`config.mk`:
```
export PLATFORM = sky130hd
export DESIGN_NAME = rf_read_arbiter
export DESIGN_NICKNAME = d
export VERILOG_FILES = /design/src/rtl/cpu16_pkg.sv /design/src/rtl/rr_arb.sv /design/src/rtl/rf_read_arbiter.sv
export SDC_FILE = /design/constraint.sdc
export NUM_CORES = 1
export LEC_CHECK = 0
export CORE_AREA = 4 4 114 116
export CTS_CLUSTER_SIZE = 28
export DETAILED_ROUTE_END_ITERATION = 16
export DIE_AREA = 0 0 118 120
export MAX_ROUTING_LAYER = met4
export PLACE_DENSITY = 0.85
export SETUP_SLACK_MARGIN = 0.15
export SYNTH_ARGS = -nofsm -noshare
export SYNTH_HDL_FRONTEND = slang
export SYNTH_SLANG_ARGS = --single-unit
export TNS_END_PERCENT = 5
```
`constraint.sdc`:
```
create_clock -name clk -period 3.3 [get_ports clk]
set_input_delay 0.825 -clock clk [delete_from_list [all_inputs] [get_ports clk]]
set_output_delay 0.825 -clock clk [all_outputs]
set_load 0.03 [all_outputs]
```
`src/rtl/cpu16_pkg.sv`:
```
// Shared types and sizes for the register-file read arbiter.
// Register width, register count, index width, requester id type and FSM states.
package cpu16_pkg;
  localparam int DATA_W    = 16;
  localparam int NUM_REGS  = 16;
  localparam int REG_IDX_W = 4;

  typedef logic [1:0] req_id_t;

  typedef enum logic {
    EMPTY = 1'b0,
    FULL  = 1'b1
  } fsm_state_t;

  // Round-robin successor of a requester id, wrapping at n-1.
  function automatic req_id_t next_id(input req_id_t id, input int n);
    if (int'(id) == n - 1) return '0;
    return id + 2'd1;
  endfunction
endpackage

```
`src/rtl/rr_arb.sv`:
```
// Combinational arbiter: round-robin from ptr, or lowest-index-first when
// RF_READ_ARBITER_FIXED_PRIO_EN is defined (ptr is then ignored).
module rr_arb #(
  parameter int NUM_REQ = 3
) (
  input  logic [NUM_REQ-1:0] req,
  input  logic [1:0]         ptr,
  output logic [NUM_REQ-1:0] grant,
  output logic [1:0]         id
);
  logic found;
  int   j;

`ifdef RF_READ_ARBITER_FIXED_PRIO_EN
  logic unused_ptr;
  assign unused_ptr = ^ptr;
`endif

  always_comb begin
    grant = '0;
    id    = '0;
    found = 1'b0;
    j     = 0;
    for (int k = 0; k < NUM_REQ; k++) begin
`ifdef RF_READ_ARBITER_FIXED_PRIO_EN
      j = k;
`else
      // Search upward from ptr, wrapping past the top requester.
      j = int'(ptr) + k;
      if (j >= NUM_REQ) j = j - NUM_REQ;
`endif
      if (!found && req[j]) begin
        found    = 1'b1;
        grant[j] = 1'b1;
        id       = j[1:0];
      end
    end
  end
endmodule

```
`src/rtl/rf_read_arbiter.sv`:
```
// Shares one register-file read port among NUM_REQ requesters through a
// single-entry output buffer. Build option: RF_READ_ARBITER_FIXED_PRIO_EN.
module rf_read_arbiter #(
  parameter int DATA_W   = cpu16_pkg::DATA_W,
  parameter int NUM_REGS = cpu16_pkg::NUM_REGS,
  parameter int NUM_REQ  = 3
) (
  input  logic                       clk,
  input  logic                       rst_n,
  input  logic [NUM_REQ-1:0]         req_valid,
  input  logic [NUM_REQ*4-1:0]       req_idx,
  output logic [NUM_REQ-1:0]         req_ready,
  input  logic [NUM_REGS*DATA_W-1:0] rf_flat,
  output logic                       rsp_valid,
  output logic [1:0]                 rsp_id,
  output logic [DATA_W-1:0]          rsp_data,
  input  logic                       rsp_ready,
  output logic                       dbg_state
);
  import cpu16_pkg::*;

  // Handshake: a requester transfers when req_valid & req_ready at a rising
  // edge; the response transfers when rsp_valid & rsp_ready at a rising edge.
  fsm_state_t           state, state_nxt;
  logic [NUM_REQ-1:0]   grant;
  req_id_t              win_id, ptr;
  logic                 space, accept;
  logic [REG_IDX_W-1:0] sel_idx;
  logic [DATA_W-1:0]    sel_data;

  rr_arb #(.NUM_REQ(NUM_REQ)) u_arb (
    .req   (req_valid),
    .ptr   (ptr),
    .grant (grant),
    .id    (win_id)
  );

  assign space     = (state == EMPTY) || rsp_ready;
  assign accept    = rst_n && space && (|req_valid);
  assign req_ready = accept ? grant : '0;
  assign rsp_valid = (state == FULL);
  assign dbg_state = state;

  assign sel_idx  = req_idx[int'(win_id)*REG_IDX_W +: REG_IDX_W];
  assign sel_data = rf_flat[int'(sel_idx)*DATA_W +: DATA_W];

  always_comb begin
    state_nxt = state;
    if (accept)                          state_nxt = FULL;
    else if (state == FULL && rsp_ready) state_nxt = EMPTY;
  end

  always_ff @(posedge clk) begin
    if (!rst_n) state <= EMPTY;
    else        state <= state_nxt;
  end

  // The buffer only loads on accept, so it holds while the consumer stalls.
  always_ff @(posedge clk) begin
    if (!rst_n) begin
      rsp_data <= '0;
      rsp_id   <= '0;
    end else if (accept) begin
      rsp_data <= sel_data;
      rsp_id   <= win_id;
    end
  end

`ifdef RF_READ_ARBITER_FIXED_PRIO_EN
  assign ptr = '0;
`else
  req_id_t rr_ptr;

  always_ff @(posedge clk) begin
    if (!rst_n)      rr_ptr <= '0;
    else if (accept) rr_ptr <= next_id(win_id, NUM_REQ);
  end

  assign ptr = rr_ptr;
`endif
endmodule

```
# After elaboration in Yosys (flattened, before gate mapping)
# Cells that the tools add are included.
op_classes:
  add_sub_neg: 6
  order_cmp: 9
  eq_ne: 1
  n_shift: 2
  muxes: 34
  n_bitwise: 3
  reduce_logical: 13
ops:
  columns: ["cell", "count"]
  rows:
  - ["$shiftx 256x9->16", 1]
  - ["$ge 32x1->1 const B", 3]
  - ["$lt 32x4->1 const B", 3]
  - ["$mux 32", 3]
  - ["$ge 32x3->1 const B", 2]
  - ["$sub 32x3->32 const B", 2]
  - ["$mux 1", 16]
  - ["$mux 3", 4]
  - ["$shiftx 12x5->4", 1]
  - ["$mux 2", 5]
  - ["$logic_and 1x1->1", 8]
  - ["$bmux 1 s2", 3]
  - ["$demux 1 s2", 3]
  - ["$or 3x3->3", 2]
  - ["$add 2x1->3 const B", 1]
  - ["$add 2x2->3 const B", 1]
  - ["$reduce_or 3->1", 1]
  - ["$sub 2x2->3 const B", 1]
  - ["$add 2x1->2 const B", 1]
  - ["$eq 2x2->1 const B", 1]
  - ["$ge 2x2->1 const B", 1]
  - ["$logic_not 1->1", 2]
  - ["$reduce_bool 2->1", 1]
  - ["$logic_or 1x1->1", 1]
  - ["$not 1->1", 1]
word_totals:
  ff_bits: 21
  inputBits: 274

# Logic depth before layout (Yosys ltp)
logic_depth:
  depth_word: 17
  ltp_mapped: 16
  depth_no_buf: 11

# Hierarchy
# From an unflattened synthesis, not the netlist that was laid out.
hier_totals:
  cells_unflattened: 601
  area_unflattened_um2: 3741.1
by_module_without_submodules:
  columns: ["module", "n_inst", "cells_per_inst", "area_each_um2", "seq_area_each_um2"]
  rows:
  - ["rf_read_arbiter", 1, 549, 3408.3, 420.4]
  - ["rr_arb", 1, 52, 332.8, 0.0]

# Worst setup path before layout
# OpenSTA, ideal clock, no wires.
synth_timing:
  kind: "input to register"
  start: "input req_valid[0]"
  end: "register rsp_data[15]"
  t_arrival_ns: 3.022
  required_ns: 3.176
  path_slack_ns: 0.154
  cell_stages: 11
  path_buffers: 2
  path_cell_list: "nor2b_1 -> a211o_1 -> a31o_2 -> nand2_1 -> mux2i_4 -> buf_4 -> buf_4 -> mux2i_1 -> nand2_1 -> a32oi_1 -> nand3_1"
synth_between:
  elab_chain_len: 12
  word_cells_on_any_way: 22
  classes_between: "shift (2); mux (14); reduce/logical (6)"
synth_rtl:
  columns: ["item", "line", "rtl"]
  rows:
  - ["from (decl)", "rf_read_arbiter.sv:10", "input logic [NUM_REQ-1:0] req_valid,"]
  - ["$bmux 1 s2", "rr_arb.sv:32", "if (!found && req[j]) begin"]
  - ["$mux 1 (not written as such) (2 in series)", "rr_arb.sv:32", null]
  - ["$mux 1", "rr_arb.sv:32", null]
  - ["$logic_not 1->1", "rr_arb.sv:32", null]
  - ["$logic_and 1x1->1", "rr_arb.sv:32", null]
  - ["$mux 1", "rr_arb.sv:32", null]
  - ["$logic_not 1->1", "rr_arb.sv:32", null]
  - ["$logic_and 1x1->1", "rr_arb.sv:32", null]
  - ["$mux 2", "rr_arb.sv:32", null]
  - ["$shiftx 12x5->4", "rf_read_arbiter.sv:44", "assign sel_idx = req_idx[int'(win_id)*REG_IDX_W +: REG_IDX_W];"]
  - ["$shiftx 256x9->16", "rf_read_arbiter.sv:45", "assign sel_data = rf_flat[int'(sel_idx)*DATA_W +: DATA_W];"]
  - ["to (signal assigned)", "rf_read_arbiter.sv:64", "rsp_data <= sel_data;"]
  - ["to (decl)", "rf_read_arbiter.sv:16", "output logic [DATA_W-1:0] rsp_data,"]
# Parallel ways exist; a longest one is shown, timed or not. The select of a mux whose other input is x is not followed.
# A chain may end at the register's enable or synchronous reset.

# Worst setup path after layout
layout_timing:
  start: "register rr_ptr[0], in the netlist ptr[0]"
  end: "register rsp_data[4]"
layout_between:
  elab_chain_len: 14
  word_cells_on_any_way: 31
  classes_between: "add/sub (5); order compare (3); shift (2); mux (17); reduce/logical (4)"
layout_rtl:
  columns: ["item", "line", "rtl"]
  rows:
  - ["from (decl)", "rf_read_arbiter.sv:72", "req_id_t rr_ptr;"]
  - ["from (signal assigned)", "rf_read_arbiter.sv:76", "else if (accept) rr_ptr <= next_id(win_id, NUM_REQ);"]
  - ["parallel branches: the longest is 11 deep, another holds $sub 32x3->32", null, null]
  - ["$mux 2 *", "rr_arb.sv:32", null]
  - ["$shiftx 12x5->4 *", "rf_read_arbiter.sv:44", null]
  - ["$shiftx 256x9->16 *", "rf_read_arbiter.sv:45", null]
# Mark *: on every way between the ends. The select of a mux whose other input is x is not followed.

==> flow_summary.json <==
{
  "worst_pin_slew_ns": 0.510,
  "hold_path_class": "flop to flop",
  "synth.yosys.seq_area_share_pct": 13.1,
  "syn_inst": 406,
  "grt_overflow": 0,
  "number_of_sinks_driven_by_the_clock_tree": 21,
  "run_status": "finished, final reports clean",
  "route.detailed.drc": 0,
  "drt_first_pass_iters": 5,
  "dp.cells": 886,
  "antenna_found_initial": 0,
  "fp.coreArea_sq_um": 11900,
  "cts_max_path_buffers": 2,
  "synth_area_sq_um": 3200,
  "port-buffer-count": 296,
  "hold_path_end": "rsp_data[14]",
  "postRouteWirelength_mm": 18.1,
  "post_drt_via_cell_ratio": 5.21,
  "fmax_mhz": 326,
  "syn-num-nets": 684,
  "crit_path_max_fanout": 6,
  "hold_path.startpoint": "rsp_data[14]",
  "n_antenna_cell": 0,
  "timing.final.max_slew_violations": 0,
  "path_class": "flop to flop",
  "clk-insertion-delay-late_ns": 0.26,
  "area_growth_pct": 127,
  "die_h_um": 120,
  "via_count": 4718,
  "ios": 297,
  "drive_gt1_share_pct": 22.2,
  "max_cap_violations": 0,
  "final_antenna_net_count": 0,
  "die_width_um": 118,
  "dp.final_hpwl_mm": 14.9,
  "initial_core_util_pct": 26.8,
  "report.final.hold_viol_count": 0,
  "slew-limit-headroom_pct": 66.0,
  "worst_ir_drop_vdd_v": 0.000521,
  "fp_rows": 40,
  "ys_types": 45,
  "final_net_count": 1037,
  "grt_start_max_net_pins": 28,
  "clock_buffer_count_from_cts": 3,
  "cts_tree": "done",
  "post_synth.cell_area_avg_sq_um": 7.88,
  "synthesis.yosys.warnings": 0,
  "cp.arrival_ns": 3.21,
  "worstReg2RegEnd": "rsp_data[4]",
  "finalClockSkew_ns": 0.00460,
  "routedWlPerCell_um": 20.1,
  "cts_root_buf": "clkbuf_16",
  "timing.reg2reg.worst_path_depth": 12,
  "powerDensity_nw_per_um2": 871,
  "die-area_sq_um": 14200,
  "totalNegativeSetupSlack_ns": 0,
  "final-setup-viol-count": 0,
  "global_route.usage.total_pct": 24.4,
  "critical_path_required_ns": 3.44,
  "cellLeakagePower_uw": 0.00288,
  "reg2reg_from": "ptr[0]",
  "grt_pass1_wl_mm": 26.7,
  "via_count_of_the_first_global_routing_pass": 5032,
  "final_min_period_over_clock_period_pct": 93.0,
  "worst-r2r-setup-slack_ns": 0.23,
  "fin_crit_ns": 3.07,
  "cp-start-kind": "flop",
  "htreeDepth": 1,
  "drt_iter0_markers": 267,
  "critical_path.endpoint_type": "flop",
  "ys_ff_latch": 21,
  "final_cell_count_no_fill": 905,
  "clk_pin_slew_worst_paths_ns": 0.07,
  "global_placement_routability_congestion": 0.931,
  "layout_commonest_cell": "clkdlybuf4s50_1",
  "setup_repair_after_global_routing_missed_its_margin": "no",
  "layout.cells.most_common_list": "clkdlybuf4s50_1, nand2_1, buf_4, nand3_1, mux2i_1",
  "min_path_cells": 2
}
[stage by stage]
step                      hold WS, ns  setup slack (ns)  area [sq um]  util [%]  power [uW]
after floorplan                 0.483             0.154          3200         -        3370
after global placement          0.434            -0.522          6810      57.1        5320
after detailed placement        0.447            -0.550          6810      57.1        5390
after CTS                       0.462             0.151          7050      59.2        5960
after global routing            0.501             0.109          7250      60.8        6710
final                           0.454             0.230          7250      60.8        6320
[cell usage after synthesis (all sizes together)]
master	count	area, sq um
clkbuf	14	52.6
nor3	2	10.0
or3b	2	17.5
o221ai	1	8.76
nand4	12	75.1
nand3	49	245
o211ai	2	15.0
nor3b	1	7.51
a21boi	1	7.51
a22oi	16	120
nor2b	5	31.3
nand2b	4	25.0
a31o	1	8.76
o21ai	6	30.0
or2	1	6.26
nand2	113	424
a2111o	1	11.3
a21o	2	15.0
mux4	27	608
buf	17	133
and3b	1	8.76
ha	4	50.1
mux2i	50	526
inv	4	15.0
nand4b	1	8.76
dfxtp	21	420
mux2	1	15.0
a211oi	3	22.5
o31ai	5	37.5
a32oi	6	52.6
a21oi	6	33.8
and3	2	12.5
a2111oi	1	8.76
a211o	1	8.76
nand3b	2	15.0
and2	2	12.5
a31oi	10	62.6
nor2	9	36.3
[what timing repair did]
action,CTS,global route
buffers inserted,5,9
hold buffers,0,0
pin swaps,6,11
endpoints found under the setup margin,19,19
hold endpoints to repair,0,0
cloned,1,0
gates resized for setup,29,39
[worst max-delay path by stage]
stage | from | end | depth (start not counted)
after floorplan | req_valid[0] | rsp_data[15] | 11
after global placement | req_valid[0] | rsp_data[10] | 10
after detailed placement | req_valid[0] | rsp_data[10] | 10
after CTS | req_valid[2] | rsp_data[10] | 10
after global routing | ptr[0] | rsp_data[10] | 13
final | ptr[0] | rsp_data[4] | 12
[kinds of logic after synthesis]
kind of cell / after synthesis / synth area share [%]
AO/OA/AOI/OAI: 62 / 13.8
adder cells (fa/ha/maj): 4 / 1.57
buffers and inverters: 35 / 6.26
flip-flops: 21 / 13.1
multiplexers: 78 / 35.9
AND/OR/NAND/NOR: 206 / 29.3
[state kept, by name, indices dropped and copies added, names as in the netlist]
| register | flops |
|---|---|
| dbg_state | 1 |
| ptr | 2 |
| rsp_id | 2 |
| rsp_data | 16 |
[where the power goes]
| part | total (uW) | leakage, uW | switching [uW] | internal [uW] |
|---|---|---|---|---|
| Sequential | 435 | 0.000176 | 68.5 | 366 |
| Combinational | 5600 | 0.00267 | 2670 | 2930 |
| Clock | 282 | 0.0000382 | 116 | 166 |
[worst max-delay path, cell delays in order (launching register included)]
cell and delay (ns):
dfxtp_4 0.37, buf_4 0.12, ha_4 0.18, mux2i_4 0.32, o221ai_2 0.15, a31o_2 0.26, and2_4 0.17, mux2_4 0.36
buf_6 0.14, buf_12 0.12, mux4_2 0.44, a22oi_2 0.22, nand3_1 0.09
[routing by layer]
| layer | track usage [%] | wire length [um] | share of wire [%] | vias up |
|---|---|---|---|---|
| met1 | 26.1 | 6670 | 37 | 2193 |
| met2 | 45.7 | 9610 | 53 | 248 |
| li1 | - | - | - | 2237 |
| met4 | 8.21 | 626 | 3.4 | 0 |
| met5 | - | 0 | 0 | - |
| met3 | 4.29 | 1240 | 6.8 | 40 |
[area by class of cell]
class | instances | area [sq um]
Sequential cell | 21 | 425
Inverter | 4 | 15.0
Tap cell | 147 | 184
Timing Repair Buffer | 379 | 3720
Multi-Input combinational cell | 350 | 2820
Fill cell | 981 | 4660
Clock buffer | 4 | 78.8
(Power assumes the default switching activity.)
